**config.mk**
```make
export PLATFORM = sky130hd
export DESIGN_NAME = mesh_traffic_gen
export DESIGN_NICKNAME = d
export VERILOG_FILES = /design/src/rtl/mesh_tg_pkg.sv /design/src/rtl/mesh_tg_lfsr.sv /design/src/rtl/mesh_traffic_gen.sv
export SDC_FILE = /design/constraint.sdc
export NUM_CORES = 1
export LEC_CHECK = 0
export BUFFER_PORTS_ARGS = -buffer_cell sky130_fd_sc_hd__buf_4
export CAP_MARGIN = 20
export CORE_AREA = 2 2 299 301
export DETAILED_ROUTE_END_ITERATION = 8
export DIE_AREA = 0 0 301 303
export SLEW_MARGIN = 40
export SYNTH_ARGS = -nofsm -noshare
export SYNTH_HDL_FRONTEND = slang
export SYNTH_SLANG_ARGS = --single-unit
```
**constraint.sdc**
```tcl
create_clock -name clk -period 9.95 [get_ports clk]
set_clock_uncertainty 0.05 [all_clocks]
set_input_delay 0.995 -clock clk [delete_from_list [all_inputs] [get_ports clk]]
set_output_delay 0.995 -clock clk [all_outputs]
set_load 0.03 [all_outputs]
```
**src/rtl/mesh_tg_pkg.sv**
```systemverilog
// Shared types, packet field widths and helpers for the mesh_traffic_gen block.
// The optional PAYLOAD_TAG_EN macro (see mesh_traffic_gen.sv) changes the payload layout.
package mesh_tg_pkg;

   typedef enum logic [2:0] {
      MODE_RANDOM    = 3'd0,
      MODE_SRC_BURST = 3'd1,
      MODE_ID_BURST  = 3'd2,
      MODE_EVEN_LOAD = 3'd3,
      MODE_SELF      = 3'd4
   } mode_e;

   typedef enum logic [1:0] {
      S_IDLE,
      S_RUN,
      S_DRAIN,
      S_DONE
   } state_e;

   // Header layout from the MSB down: next-jump, row, column, routing-mode bit
   localparam int unsigned JUMP_W = 8;
   localparam int unsigned ROW_W  = 4;
   localparam int unsigned COL_W  = 4;
   localparam int unsigned HDR_W  = JUMP_W + ROW_W + COL_W + 1;

   localparam logic [31:0] LFSR_POLY  = 32'h8020_0003;
   localparam logic [31:0] LFSR_RESET = 32'h0000_0001;

   // Bit offset of the second LFSR-derived terminal index (destination pick)
   localparam int unsigned IDX2_LSB = 16;

   function automatic logic [ROW_W+COL_W-1:0] term_coord(
      input logic [31:0] idx,
      input int unsigned rows,
      input int unsigned colums
   );
      logic [31:0] r;
      logic [31:0] c;
      if (idx < colums) begin
         r = '0;
         c = idx + 1;
      end else if (idx < 2 * colums) begin
         r = rows + 1;
         c = idx - colums + 1;
      end else if (idx < 2 * colums + rows) begin
         r = idx - 2 * colums + 1;
         c = '0;
      end else begin
         r = idx - 2 * colums - rows + 1;
         c = colums + 1;
      end
      return {ROW_W'(r), COL_W'(c)};
   endfunction

endpackage

```
**src/rtl/mesh_tg_lfsr.sv**
```systemverilog
// 32-bit Galois LFSR (right-shifting form) with synchronous load and advance enables.
// A zero seed is replaced by 1 so the register never locks up.
module mesh_tg_lfsr
   import mesh_tg_pkg::*;
(
   input  logic        clk,
   input  logic        reset,
   input  logic        load,
   input  logic        advance,
   input  logic [31:0] seed,
   output logic [31:0] state
);

   logic [31:0] stepped;

   always_comb begin
      stepped = state >> 1;
      if (state[0]) begin
         stepped = stepped ^ LFSR_POLY;
      end
   end

   always_ff @(posedge clk) begin
      if (reset) begin
         state <= LFSR_RESET;
      end else if (load) begin
         state <= (seed == '0) ? LFSR_RESET : seed;
      end else if (advance) begin
         state <= stepped;
      end
   end

endmodule

```
**src/rtl/mesh_traffic_gen.sv**
```systemverilog
// Traffic generator driving every edge terminal of the mesh_gnrtr router.
// Define PAYLOAD_TAG_EN to carry {issuing index, sequence number} in the payload instead of LFSR bits.
module mesh_traffic_gen
   import mesh_tg_pkg::*;
#(
   parameter int unsigned ROWS    = 4,
   parameter int unsigned COLUMS  = 4,
   parameter int unsigned PCKG_SZ = 40,
   parameter int unsigned NTERM   = 2 * ROWS + 2 * COLUMS,
   parameter int unsigned IDX_W   = $clog2(NTERM),
   parameter int unsigned NUM_W   = 16
) (
   input  logic                     clk,
   input  logic                     reset,
   input  logic                     start,
   input  logic [2:0]               cfg_mode,
   input  logic [IDX_W-1:0]         cfg_src,
   input  logic [3:0]               cfg_row,
   input  logic [3:0]               cfg_col,
   input  logic [NUM_W-1:0]         cfg_num,
   input  logic [7:0]               cfg_gap,
   input  logic                     cfg_rmode,
   input  logic                     cfg_rmode_rand,
   input  logic [31:0]              seed,
   output logic [NTERM*PCKG_SZ-1:0] data_out,
   output logic [NTERM-1:0]         pndng,
   input  logic [NTERM-1:0]         pop,
   output logic                     busy,
   output logic                     done,
   output logic [NUM_W-1:0]         issued_cnt,
   output logic                     proto_err
);

   localparam int unsigned PL_W = PCKG_SZ - HDR_W;

   if (PCKG_SZ < HDR_W + 1) begin : g_size_chk
      $error("mesh_traffic_gen: PCKG_SZ must be at least 18");
   end
`ifdef PAYLOAD_TAG_EN
   if (PL_W < IDX_W + NUM_W) begin : g_tag_chk
      $error("mesh_traffic_gen: payload too narrow for PAYLOAD_TAG_EN tag");
   end
`endif

   state_e                 state;
   state_e                 state_nxt;
   logic [31:0]            lfsr;
   logic [7:0]             gap_cnt;
   logic [IDX_W-1:0]       rr;
   logic [NTERM-1:0]       pndng_r;
   logic [NTERM-1:0]       pndng_d;
   logic [PCKG_SZ-1:0]     slot [NTERM];
   logic [NUM_W-1:0]       issued_r;
   logic                   proto_r;

   logic                   run_start;
   logic [IDX_W-1:0]       idx_a;
   logic [IDX_W-1:0]       idx_b;
   logic [IDX_W:0]         cand;
   logic                   scan_hit;
   logic [IDX_W-1:0]       scan_ch;
   logic [IDX_W-1:0]       sel;
   logic                   sel_ok;
   logic                   issue;
   logic [ROW_W+COL_W-1:0] dest;
   logic                   rmode_bit;
   logic [PL_W-1:0]        payload;
   logic [PCKG_SZ-1:0]     pkt;
   logic                   lfsr_unused;

   function automatic logic [IDX_W-1:0] reduce_idx(input logic [IDX_W-1:0] raw);
      if ({1'b0, raw} >= (IDX_W+1)'(NTERM)) begin
         return raw - IDX_W'(NTERM);
      end
      return raw;
   endfunction

   assign run_start = start && (state == S_IDLE || state == S_DONE);

   mesh_tg_lfsr u_lfsr (
      .clk     (clk),
      .reset   (reset),
      .load    (run_start),
      .advance (state == S_RUN),
      .seed    (seed),
      .state   (lfsr)
   );

   // Bits not consumed by the index/payload taps in a given build
   assign lfsr_unused = ^lfsr;

   always_ff @(posedge clk) begin
      if (reset) begin
         state <= S_IDLE;
      end else begin
         state <= state_nxt;
      end
   end

   always_comb begin
      state_nxt = state;
      case (state)
         S_IDLE, S_DONE: if (start) state_nxt = S_RUN;
         S_RUN:          if (issued_r == cfg_num) state_nxt = S_DRAIN;
         S_DRAIN:        if (pndng_r == '0) state_nxt = S_DONE;
         default:        state_nxt = S_IDLE;
      endcase
   end

   always_comb begin
      busy = (state == S_RUN) || (state == S_DRAIN);
      done = (state == S_DONE);
   end

   // Channel selection; occupancy is judged on the registered pndng only
   always_comb begin
      idx_a    = reduce_idx(lfsr[IDX_W-1:0]);
      idx_b    = reduce_idx(lfsr[IDX2_LSB +: IDX_W]);
      scan_hit = 1'b0;
      scan_ch  = rr;
      cand     = '0;
      for (int unsigned i = 0; i < NTERM; i++) begin
         cand = {1'b0, rr} + (IDX_W+1)'(i);
         if (cand >= (IDX_W+1)'(NTERM)) begin
            cand = cand - (IDX_W+1)'(NTERM);
         end
         if (!scan_hit && !pndng_r[cand[IDX_W-1:0]]) begin
            scan_hit = 1'b1;
            scan_ch  = cand[IDX_W-1:0];
         end
      end

      sel    = idx_a;
      sel_ok = 1'b1;
      dest   = term_coord(32'(idx_b), ROWS, COLUMS);
      case (cfg_mode)
         MODE_SRC_BURST: begin
            sel    = cfg_src;
            sel_ok = ({1'b0, cfg_src} < (IDX_W+1)'(NTERM));
         end
         MODE_ID_BURST: begin
            sel    = scan_ch;
            sel_ok = scan_hit;
            dest   = {cfg_row, cfg_col};
         end
         MODE_SELF: begin
            sel    = scan_ch;
            sel_ok = scan_hit;
            dest   = term_coord(32'(scan_ch), ROWS, COLUMS);
         end
         MODE_EVEN_LOAD: begin
            sel    = rr;
         end
         default: begin
            sel    = idx_a;
         end
      endcase

      issue = (state == S_RUN) && (gap_cnt == '0) && (issued_r != cfg_num)
              && sel_ok && !pndng_r[sel];

      rmode_bit = cfg_rmode_rand ? lfsr[31] : cfg_rmode;
`ifdef PAYLOAD_TAG_EN
      payload = PL_W'({sel, issued_r});
`else
      payload = PL_W'(lfsr);
`endif
      pkt = {JUMP_W'(0), dest, rmode_bit, payload};

      pndng_d = pndng_r & ~pop;
      if (issue) begin
         pndng_d[sel] = 1'b1;
      end
   end

   always_ff @(posedge clk) begin
      if (reset) begin
         pndng_r  <= '0;
         issued_r <= '0;
         gap_cnt  <= '0;
         rr       <= '0;
         proto_r  <= 1'b0;
         for (int unsigned k = 0; k < NTERM; k++) begin
            slot[k] <= '0;
         end
      end else begin
         pndng_r <= pndng_d;
         proto_r <= proto_r | (|(pop & ~pndng_r));
         if (run_start) begin
            issued_r <= '0;
            gap_cnt  <= '0;
         end else if (issue) begin
            issued_r  <= issued_r + 1'b1;
            gap_cnt   <= cfg_gap;
            rr        <= (sel == IDX_W'(NTERM - 1)) ? '0 : sel + 1'b1;
            slot[sel] <= pkt;
         end else if (state == S_RUN && gap_cnt != '0) begin
            gap_cnt <= gap_cnt - 1'b1;
         end
      end
   end

   for (genvar k = 0; k < NTERM; k++) begin : g_out
      assign data_out[k*PCKG_SZ +: PCKG_SZ] = slot[k];
   end

   assign pndng      = pndng_r;
   assign issued_cnt = issued_r;
   assign proto_err  = proto_r;

endmodule
```
==> results of run 1 <==
[layer usage]
metal	vias up	global-route usage [%]	routed length (um)
met5	-	0	27
met4	4	6.23	2810
met3	149	5.82	10000
met2	1116	37.4	51300
met1	10100	28.5	41800
li1	9081	-	-
[cells by family (layout without fill, tap and decap cells)]
| family | after synthesis | count (layout) |
|---|---|---|
| flops | 591 | 591 |
| compound gates | 258 | 258 |
| xor+xnor | 38 | 38 |
| simple gates | 948 | 948 |
| fa+ha+maj | 21 | 21 |
| mux | 111 | 111 |
| other cells | 1 | 131 |
| buf+inv | 317 | 855 |
[cell usage after synthesis (all sizes together), types with 10 or more instances]
master / count
a211oi: 39
a21o: 10
a21oi: 62
a22oi: 12
a31oi: 11
and2: 14
and3: 14
buf: 195
clkbuf: 73
dfxtp: 79
edfxtp: 512
ha: 21
inv: 48
mux2: 18
mux2i: 61
mux4: 32
nand2: 183
nand2b: 18
nand3: 37
nand4: 17
nor2: 591
nor3: 27
nor4: 16
o21ai: 28
o21bai: 12
xnor2: 32
[cell type report]
class	instances	area (um^2)	area share, %
Clock inverter	40	368	1.06
Multi-Input combinational cell	1504	8690	25.1
Clock buffer	79	1720	4.98
Tap cell	1165	1460	4.21
Antenna cell	3	7.51	0.0217
Inverter	49	184	0.532
Timing Repair Buffer	687	5200	15.0
Sequential cell	591	17000	49.0
[tightest hold or removal path, cell delays in order, from the launching register on]
cell and delay [ns]:
dfxtp_1 0.37, nand2_1 0.08, mux2i_1 0.06
[how the worst min path moves through the flow]
| stage | startpoint | end |
|---|---|---|
| 6_report | issued_cnt[12] | issued_cnt[12] |
| 5_1_grt | issued_cnt[12] | issued_cnt[12] |
| 4_1_cts | issued_cnt[12] | issued_cnt[12] |
| 3_5_place_dp | u_lfsr.state[23] | u_lfsr.state[23] |
| 3_3_place_gp | u_lfsr.state[23] | u_lfsr.state[23] |
| 2_1_floorplan | state[1] | state[1] |
[flip-flops by register name (all words and copies together), names as in the netlist]
name	count
state	2
issued_cnt	16
slot	512
rr	4
u_lfsr.state	32
proto_err	1
gap_cnt	8
pndng	16
[per-stage QoR]
step	instance area, um^2	worst slack, ns	hold slack (ns)
6_report	34600	2.61	0.502
5_1_grt	34600	2.31	0.519
4_1_cts	34600	2.53	0.506
3_5_place_dp	32500	2.59	0.497
3_3_place_gp	32400	2.70	0.492
2_1_floorplan	27100	2.30	0.466
[power by group]
part	internal, W	total, W	switching (W)	leakage, nW
Combinational	0.000689	0.00239	0.00170	6.08
Clock	0.00134	0.00238	0.00104	1.01
Sequential	0.00290	0.00320	0.000308	5.94
Total	0.00492	0.00797	0.00305	13.0
==> flow_summary.toml, run 1 <==
[status]
status = "finished, final reports clean"

[yosys]
yosysSeqAreaShare_pct = 63.6
yosys_warnings = 0
yosysUniqueCellTypes = 82
synthSimpleGateAreaFrac_pct = 14.9
synth_xor_area_share_pct = 1.31
syn_area_per_cell_um2 = 11.7
synth_cells = 2285
ys_ff_latch = 591
synthMuxAreaShare_pct = 5.76
synth_edf_count = 512
synth_compound_gate_area_share_pct = 6.80
synth_top_area_cell = "edfxtp_1"
syn_area_um2 = 26700
async_flop_share_pct = 0
synth_top_area_share_pct = 57.7
synthAdderAreaFrac_pct = 0.986
synthFlopType = "edfxtp_1"
ys_top_cells_by_area = "edfxtp_1, nor2_1, dfxtp_1, buf_4, mux4_2"
synth_top_family_by_area = "simple AND/OR/NAND/NOR gates"

[critical_path]
end_kind = "flip-flop"
r2r-start = "rr[1]"
crit_required_ns = 10.19
cpPeakStageDelay_ns = 0.85
endpoint = "slot[11][19]"
ff2ff_setup_slack_ns = 2.61
worstReg2RegEnd = "slot[11][19]"
crit_buf_inv = 3
path_max_fanout = 37
path_cells = "inv_1 > ha_1 > buf_8 > mux4_2 > mux2i_1 > mux2i_1 > and2_1 > and3_1 > and2_1 > a21oi_1 > and2_1 > mux2i_1 > o221ai_1 > a211oi_4 > nand2_8 > o21bai_4 > buf_12"
worst-path-stages = 17
crit_slowest_cell = "a211oi_4"
arrival_ns = 7.58
critPathKind = "reg2reg"
critPathTopFamily = "compound AO/OA/AOI/OAI gates"
reg2reg_depth = 17
crit_path_start_kind = "flip-flop"
critPathLaunch = "rr[1]"

[die]
ios = 767
start_util_pct = 30.3
dieArea_um2 = 91200
core-area_um2 = 88000
die_w_um = 301
die_y_um = 303
placementRows = 109

[sta]
slew_viol_final = 0
finalSetupTns_ns = 0
post-route-period-util_pct = 73.8
setup_violations = 0
worst_slew_pin_slew_ns = 0.861
hold_viol = 0
rsz0062_at_grt = "false"
max_slew_margin_pct = 42.4
post-route-min-period_ns = 7.34
max_freq_mhz = 136

[layout]
instances_no_fill = 4118
drive_gt1_share_pct = 29.9
nFillCells = 8560
nets = 3012
final_util_pct = 39.3
mostFrequentLayoutCells = "buf_4, nor2_1, edfxtp_1"
area_growth_pct = 29.8
mostFrequentLayoutCell = "buf_4"

[global_route]
antenna_found_initial = 6
grt-ovfl-total = 0
grt_max_degree = 65
grt_pass1_vias = 19100
track_usage_pct = 22.3
grt_pass1_wl_um = 144000

[clock_network]
cts_made_buffers = 66
cts_buffer_depth = 3
cts_tree = "yes"
cts.htree.levels = 3
post_cts_buffers = 0
worstSkewPairLatency_ns = 0.61
cts.repair.resized = 0
path_clk_slew_ns = 0.07
cts-hold-fix-buffers = 0
cts_root_buf = "clkbuf_16"
cts.sinks = 591

[routing]
vias_per_cell = 4.97
route.detailed.drc = 0
drtPass1Iterations = 5
drtIter0Drc = 1846
postRouteAntennaNets = 0
wirelength_um = 106000
vias = 20500
routedWlPerCell_um = 25.7

[placed_design]
place_congestion = 0.914
portBuffers = 638
placedCellCount = 3994
hpwl_um = 76900

[power_and_ir_drop]
peakVddDrop_mv = 0.143
finalPower_w = 0.00797
powerDensity_nw_per_um2 = 230
leakage_nw = 13.0

[job]
drv_cap = 0

[hold_path]
min_delay_path_depth = 2
hold_path_class = "reg2reg"
Note: power is estimated with default switching activity, not from simulation.
==> run 2: changes to the inputs <==
- CORE_AREA: 2 2 299 301 -> 2 2 296 298
- DIE_AREA: 0 0 301 303 -> 0 0 298 300
- clock period: 9.95 -> 6.5 ns (I/O delays scaled with it)
==> run 2 against run 1 <==
Against the previous run: cell count is 0.39% higher; non-clock buffer count increased by 25; cell area up 1.1%; critical path type unchanged; largest cell class unchanged; critical endpoint is now slot[14][21].
==> flow_summary.toml, run 2 (synthesized netlist as in run 1, its figures left out) <==
[clock_network]
cts_buffer_depth = 3
worstSkewPairLatency_ns = 0.62
cts_made_buffers = 67
cts.sinks = 591
path_clk_slew_ns = 0.06
cts.htree.levels = 3
cts_tree = "yes"
cts_root_buf = "clkbuf_16"
cts-hold-fix-buffers = 0

[power_and_ir_drop]
power_frac_seq_pct = 39.0
powerDensity_nw_per_um2 = 355
peakVddDrop_mv = 0.214
switchingPower_w = 0.00470
comb_power_share_pct = 30.4
power.share.switching_pct = 37.8
clockPowerShare_pct = 30.6
p_int_w = 0.00774
leakage_nw = 13.2

[global_route]
grt_max_degree = 115
grt_pass1_wl_um = 143000
grt-ovfl-total = 0
grt_pass1_vias = 19000
track_usage_pct = 22.2
antenna_found_initial = 15

[die]
die_y_um = 300
placementRows = 108
dieArea_um2 = 89400
ios = 767
core-area_um2 = 86200
start_util_pct = 30.9
die_w_um = 298

[routing]
vias = 20300
drtIter0Drc = 1814
vias_per_cell = 4.92
wirelength_um = 103000
routedWlPerCell_um = 25.0
postRouteAntennaNets = 0
wl_met2_um = 51300
drtPass1Iterations = 5
highest_layer = "met5"
wl_met1_um = 41600
wl_met3_um = 8320
route.detailed.drc = 0

[layout]
largest_reg_flops = 512
area_growth_pct = 31.3
mostFrequentLayoutCell = "buf_4"
largestRegisters = "slot x512, u_lfsr.state x32"
mostFrequentLayoutCells = "buf_4, nor2_1, edfxtp_1"
instances_no_fill = 4134
fin_area_um2 = 35000
largest-register = "slot"
nets = 3038
drive_gt1_share_pct = 30.7

[sta]
rsz0062_at_grt = "false"
max_freq_mhz = 163
post-route-min-period_ns = 6.12
slew_viol_final = 0
setup_slack_ns = 0.381
hold_viol = 0
max_slew_margin_pct = 45.5
worst_slew_pin_slew_ns = 0.812
finalSetupTns_ns = 0
setup_violations = 0
post-route-period-util_pct = 94.1
hold_slack_ns = 0.212

[placed_design]
place_congestion = 0.892
placedCellCount = 4011
portBuffers = 638
detailedPlace.worstSlack_ns = 0.406
dpl_cell_area_um2 = 32800
hpwl_um = 74900

[job]
drv_cap = 0

[critical_path]
path_max_fanout = 37
crit_required_ns = 6.70
end_kind = "flip-flop"
crit_path_start_kind = "flip-flop"
critPathKind = "reg2reg"
arrival_ns = 6.32

[hold_path]
hold_path_class = "in2reg"

[status]
status = "finished, final reports clean"
run 2: area by class of cell:
class | instances | area, um^2
clock buffer | 73 | 1700
sequential | 591 | 17000
inverter | 49 | 184
timing repair buffer | 712 | 5520
fill | 8265 | 51200
clock inverter | 45 | 517
tap | 1155 | 1450
antenna | 5 | 12.5
multi-input combinational | 1504 | 8640
run 2: power groups by stage:
stage | logic (W) | clock network (W) | registers, W
3_5_place_dp | 0.00381 | 0 | 0.00495
5_1_grt | 0.00403 | 0.00401 | 0.00489
2_1_floorplan | 0.00206 | 0 | 0.00505
6_report | 0.00378 | 0.00381 | 0.00485
3_3_place_gp | 0.00380 | 0 | 0.00494
4_1_cts | 0.00382 | 0.00387 | 0.00487
run 2: layer usage:
| layer | up-vias | GRT usage [%] |
|---|---|---|
| met1 | 10000 | 28.7 |
| li1 | 9110 | - |
| met5 | - | 0 |
| met2 | 1049 | 38.1 |
| met3 | 116 | 4.64 |
| met4 | 10 | 5.31 |
run 2: stage by stage:
stage                     total power (W)  utilization, %
after floorplan                   0.00712               -
after global placement            0.00875            37.9
after detailed placement          0.00876            38.0
after CTS                          0.0126            40.6
after global routing               0.0129            40.6
final                              0.0124            40.6
run 2: path summary, 6_finish.rpt:
path              slack [ns]      startpoint             end  cells after the start
hold / removal          0.21      cfg_gap[3]      gap_cnt[3]                      3
setup / recovery        0.38           rr[0]    slot[14][21]                     17
hold reg to reg         0.47  issued_cnt[12]  issued_cnt[12]                      2
setup reg to reg        0.38           rr[0]    slot[14][21]                     17
run 2: worst max-delay path: stages (launching register included):
cell	delay, ns
dfxtp_1	0.36
inv_1	0.11
ha_1	0.57
mux4_2	0.63
mux2i_1	0.38
mux2i_1	0.15
and2_1	0.29
and3_1	0.25
and2_1	0.21
o41a_1	0.47
and2_1	0.27
mux2_1	0.35
o2111a_1	0.29
a211oi_4	0.24
buf_12	0.31
nand2_8	0.20
o21bai_4	0.16
buf_4	0.44
run 2: timing repair:
item / CTS / global route
setup endpoints to repair: 0 / 11
resized for setup: 0 / 2
hold endpoints to repair: 0 / 0
buffers inserted: 0 / 0
==> run 3: changes to the inputs <==
- CORE_AREA: 2 2 296 298 -> 2 2 299 301
- DIE_AREA: 0 0 298 300 -> 0 0 301 303
- REMOVE_ABC_BUFFERS: not set -> 1
- clock period: 6.5 -> 5.9 ns (I/O delays scaled with it)
==> run 3 against run 2 <==
Against the previous run: flip-flop and latch count is the same; cell count up 1.1%; register-to-register slack lost 0.19 ns; critical path type unchanged; cell area grew 1.4%; largest power group unchanged; sequential power up 9.7%; fmax rose by 7.2%; global-route usage fell by 0.19 points; highest routed layer unchanged; hold slack lost 0.052 ns.
==> flow_summary.toml, run 3 (synthesized netlist as in run 1, its figures left out) <==
[status]
status = "finished, final reports clean"

[global_route]
antenna_found_initial = 4
grt-ovfl-total = 0
grt_pass1_vias = 19600
grt_pass1_wl_um = 144000
grt_max_degree = 62
track_usage_pct = 22.0

[critical_path]
ff2ff_setup_slack_ns = 0.19
cpPeakStageDelay_ns = 0.61
endpoint = "slot[5][1]"
end_kind = "flip-flop"
crit_path_start_kind = "flip-flop"
arrival_ns = 5.99
path_max_fanout = 38
critPathLaunch = "rr[0]"
r2r-start = "rr[0]"
worstReg2RegEnd = "slot[5][1]"
critPathKind = "reg2reg"
crit_required_ns = 6.18
path_common_cell = "buf_4"
path_cells = "inv_1 > ha_4 > mux4_2 > inv_1 > mux4_2 > nor4_4 > buf_4 > buf_4 > nand3_1 > nor4_1 > buf_4 > or2_1 > o21ai_1 > inv_1 > o21ai_0 > a31oi_1 > a211oi_4 > buf_12 > nand2_8 > buf_4 > nor2_1"
crit_slowest_cell = "mux4_2"
reg2reg_depth = 21

[sta]
max_freq_mhz = 175
rsz0062_at_grt = "false"
max_slew_margin_pct = 39.5
post-route-min-period_ns = 5.71
worst_slew_pin_slew_ns = 0.907
setup_violations = 0
setup_slack_ns = 0.192
slew_viol_final = 0
hold_viol = 0
hold_slack_ns = 0.160
post-route-period-util_pct = 96.7

[layout]
regArea_um2 = 17000
mostFrequentLayoutCells = "buf_4, nor2_1, edfxtp_1"
area_growth_pct = 33.1
largestRegisters = "slot x512, u_lfsr.state x32"
drive_gt1_share_pct = 31.7
mostFrequentLayoutCell = "buf_4"
multiInputGateArea_um2 = 8710
instances_no_fill = 4179
largest_reg_flops = 512
largest-register = "slot"
final_util_pct = 40.3
fin_area_um2 = 35500
nets = 3077
nFillCells = 8470

[die]
die_w_um = 301
placementRows = 109
die_y_um = 303
ios = 767
start_util_pct = 30.3
core-area_um2 = 88000
dieArea_um2 = 91200

[clock_network]
cts_made_buffers = 66
path_clk_slew_ns = 0.06
cts.htree.levels = 3
cts-hold-fix-buffers = 0
cts.sinks = 591
cts_tree = "yes"
cts_root_buf = "clkbuf_16"
worstSkewPairLatency_ns = 0.62
cts_buffer_depth = 3

[placed_design]
placedCellCount = 4056
place_congestion = 0.947
portBuffers = 638
detailedPlace.worstSlack_ns = 0.0403
hpwl_um = 76700
dpl_cell_area_um2 = 33100

[routing]
routedWlPerCell_um = 25.2
drtPass1Iterations = 5
wirelength_um = 105000
drtIter0Drc = 1637
vias = 20600
route.detailed.drc = 0
vias_per_cell = 4.93
postRouteAntennaNets = 0

[job]
drv_cap = 0

[hold_path]
hold_path_class = "in2reg"

[power_and_ir_drop]
powerDensity_nw_per_um2 = 393
peakVddDrop_mv = 0.273
leakage_nw = 13.5
==> run 3: per-layer routing <==
metal | track usage (%) | vias to the layer above | wire length [um]
met1 | 28.6 | 10200 | 42500
met5 | 0 | - | 30
li1 | - | 9214 | -
met3 | 3.84 | 151 | 7640
met4 | 5.95 | 4 | 2630
met2 | 37.9 | 1042 | 52300
==> run 3: power by group <==
group / switching (W) / leakage (nW) / internal [W]
Combinational: 0.00299 / 6.49 / 0.00141
Clock: 0.00178 / 1.06 / 0.00243
Sequential: 0.000444 / 5.94 / 0.00488
==> run 3: timing repair <==
action                                  in CTS  in global routing
resized for setup                            0                 14
buffers inserted                             0                  4
endpoints found under the setup margin       0               1033
==> run 3: area by class of cell <==
type	instances	area share, %
Tap cell	1165	4.11
Inverter	49	0.518
Sequential cell	591	47.8
Timing Repair Buffer	752	16.8
Antenna cell	1	0.00705
Clock buffer	76	4.85
Clock inverter	41	1.36
Multi-Input combinational cell	1504	24.6
==> run 3: worst max-delay path, delay by kind of cell (launching register included) <==
kind	cells	cell delay, ns
AOI/OAI and AO/OA	4	0.81
and+or+nand+nor	6	1.14
buffers and inverters	8	1.65
DFF	1	0.39
adders and majority gates	1	0.38
muxes	2	0.91
==> run 3: stage by stage <==
step                      TNS (ns)  total power [W]
after CTS                        0           0.0140
after global placement           0          0.00976
after global routing             0           0.0145
after detailed placement         0          0.00978
after floorplan           -3007.55          0.00754
final                            0           0.0139
==> run 3: worst min-delay path by stage <==
| stage | startpoint | endpoint | slack [ns] | depth (start not counted) |
|---|---|---|---|---|
| 2_1_floorplan | state[1] | state[1] | 0.47 | 2 |
| 3_3_place_gp | rr[3] | rr[3] | 0.46 | 2 |
| 3_5_place_dp | rr[3] | rr[3] | 0.48 | 2 |
| 4_1_cts | cfg_gap[4] | gap_cnt[4] | 0.12 | 3 |
| 5_1_grt | cfg_gap[3] | gap_cnt[3] | 0.13 | 3 |
| 6_report | cfg_gap[3] | gap_cnt[3] | 0.16 | 3 |
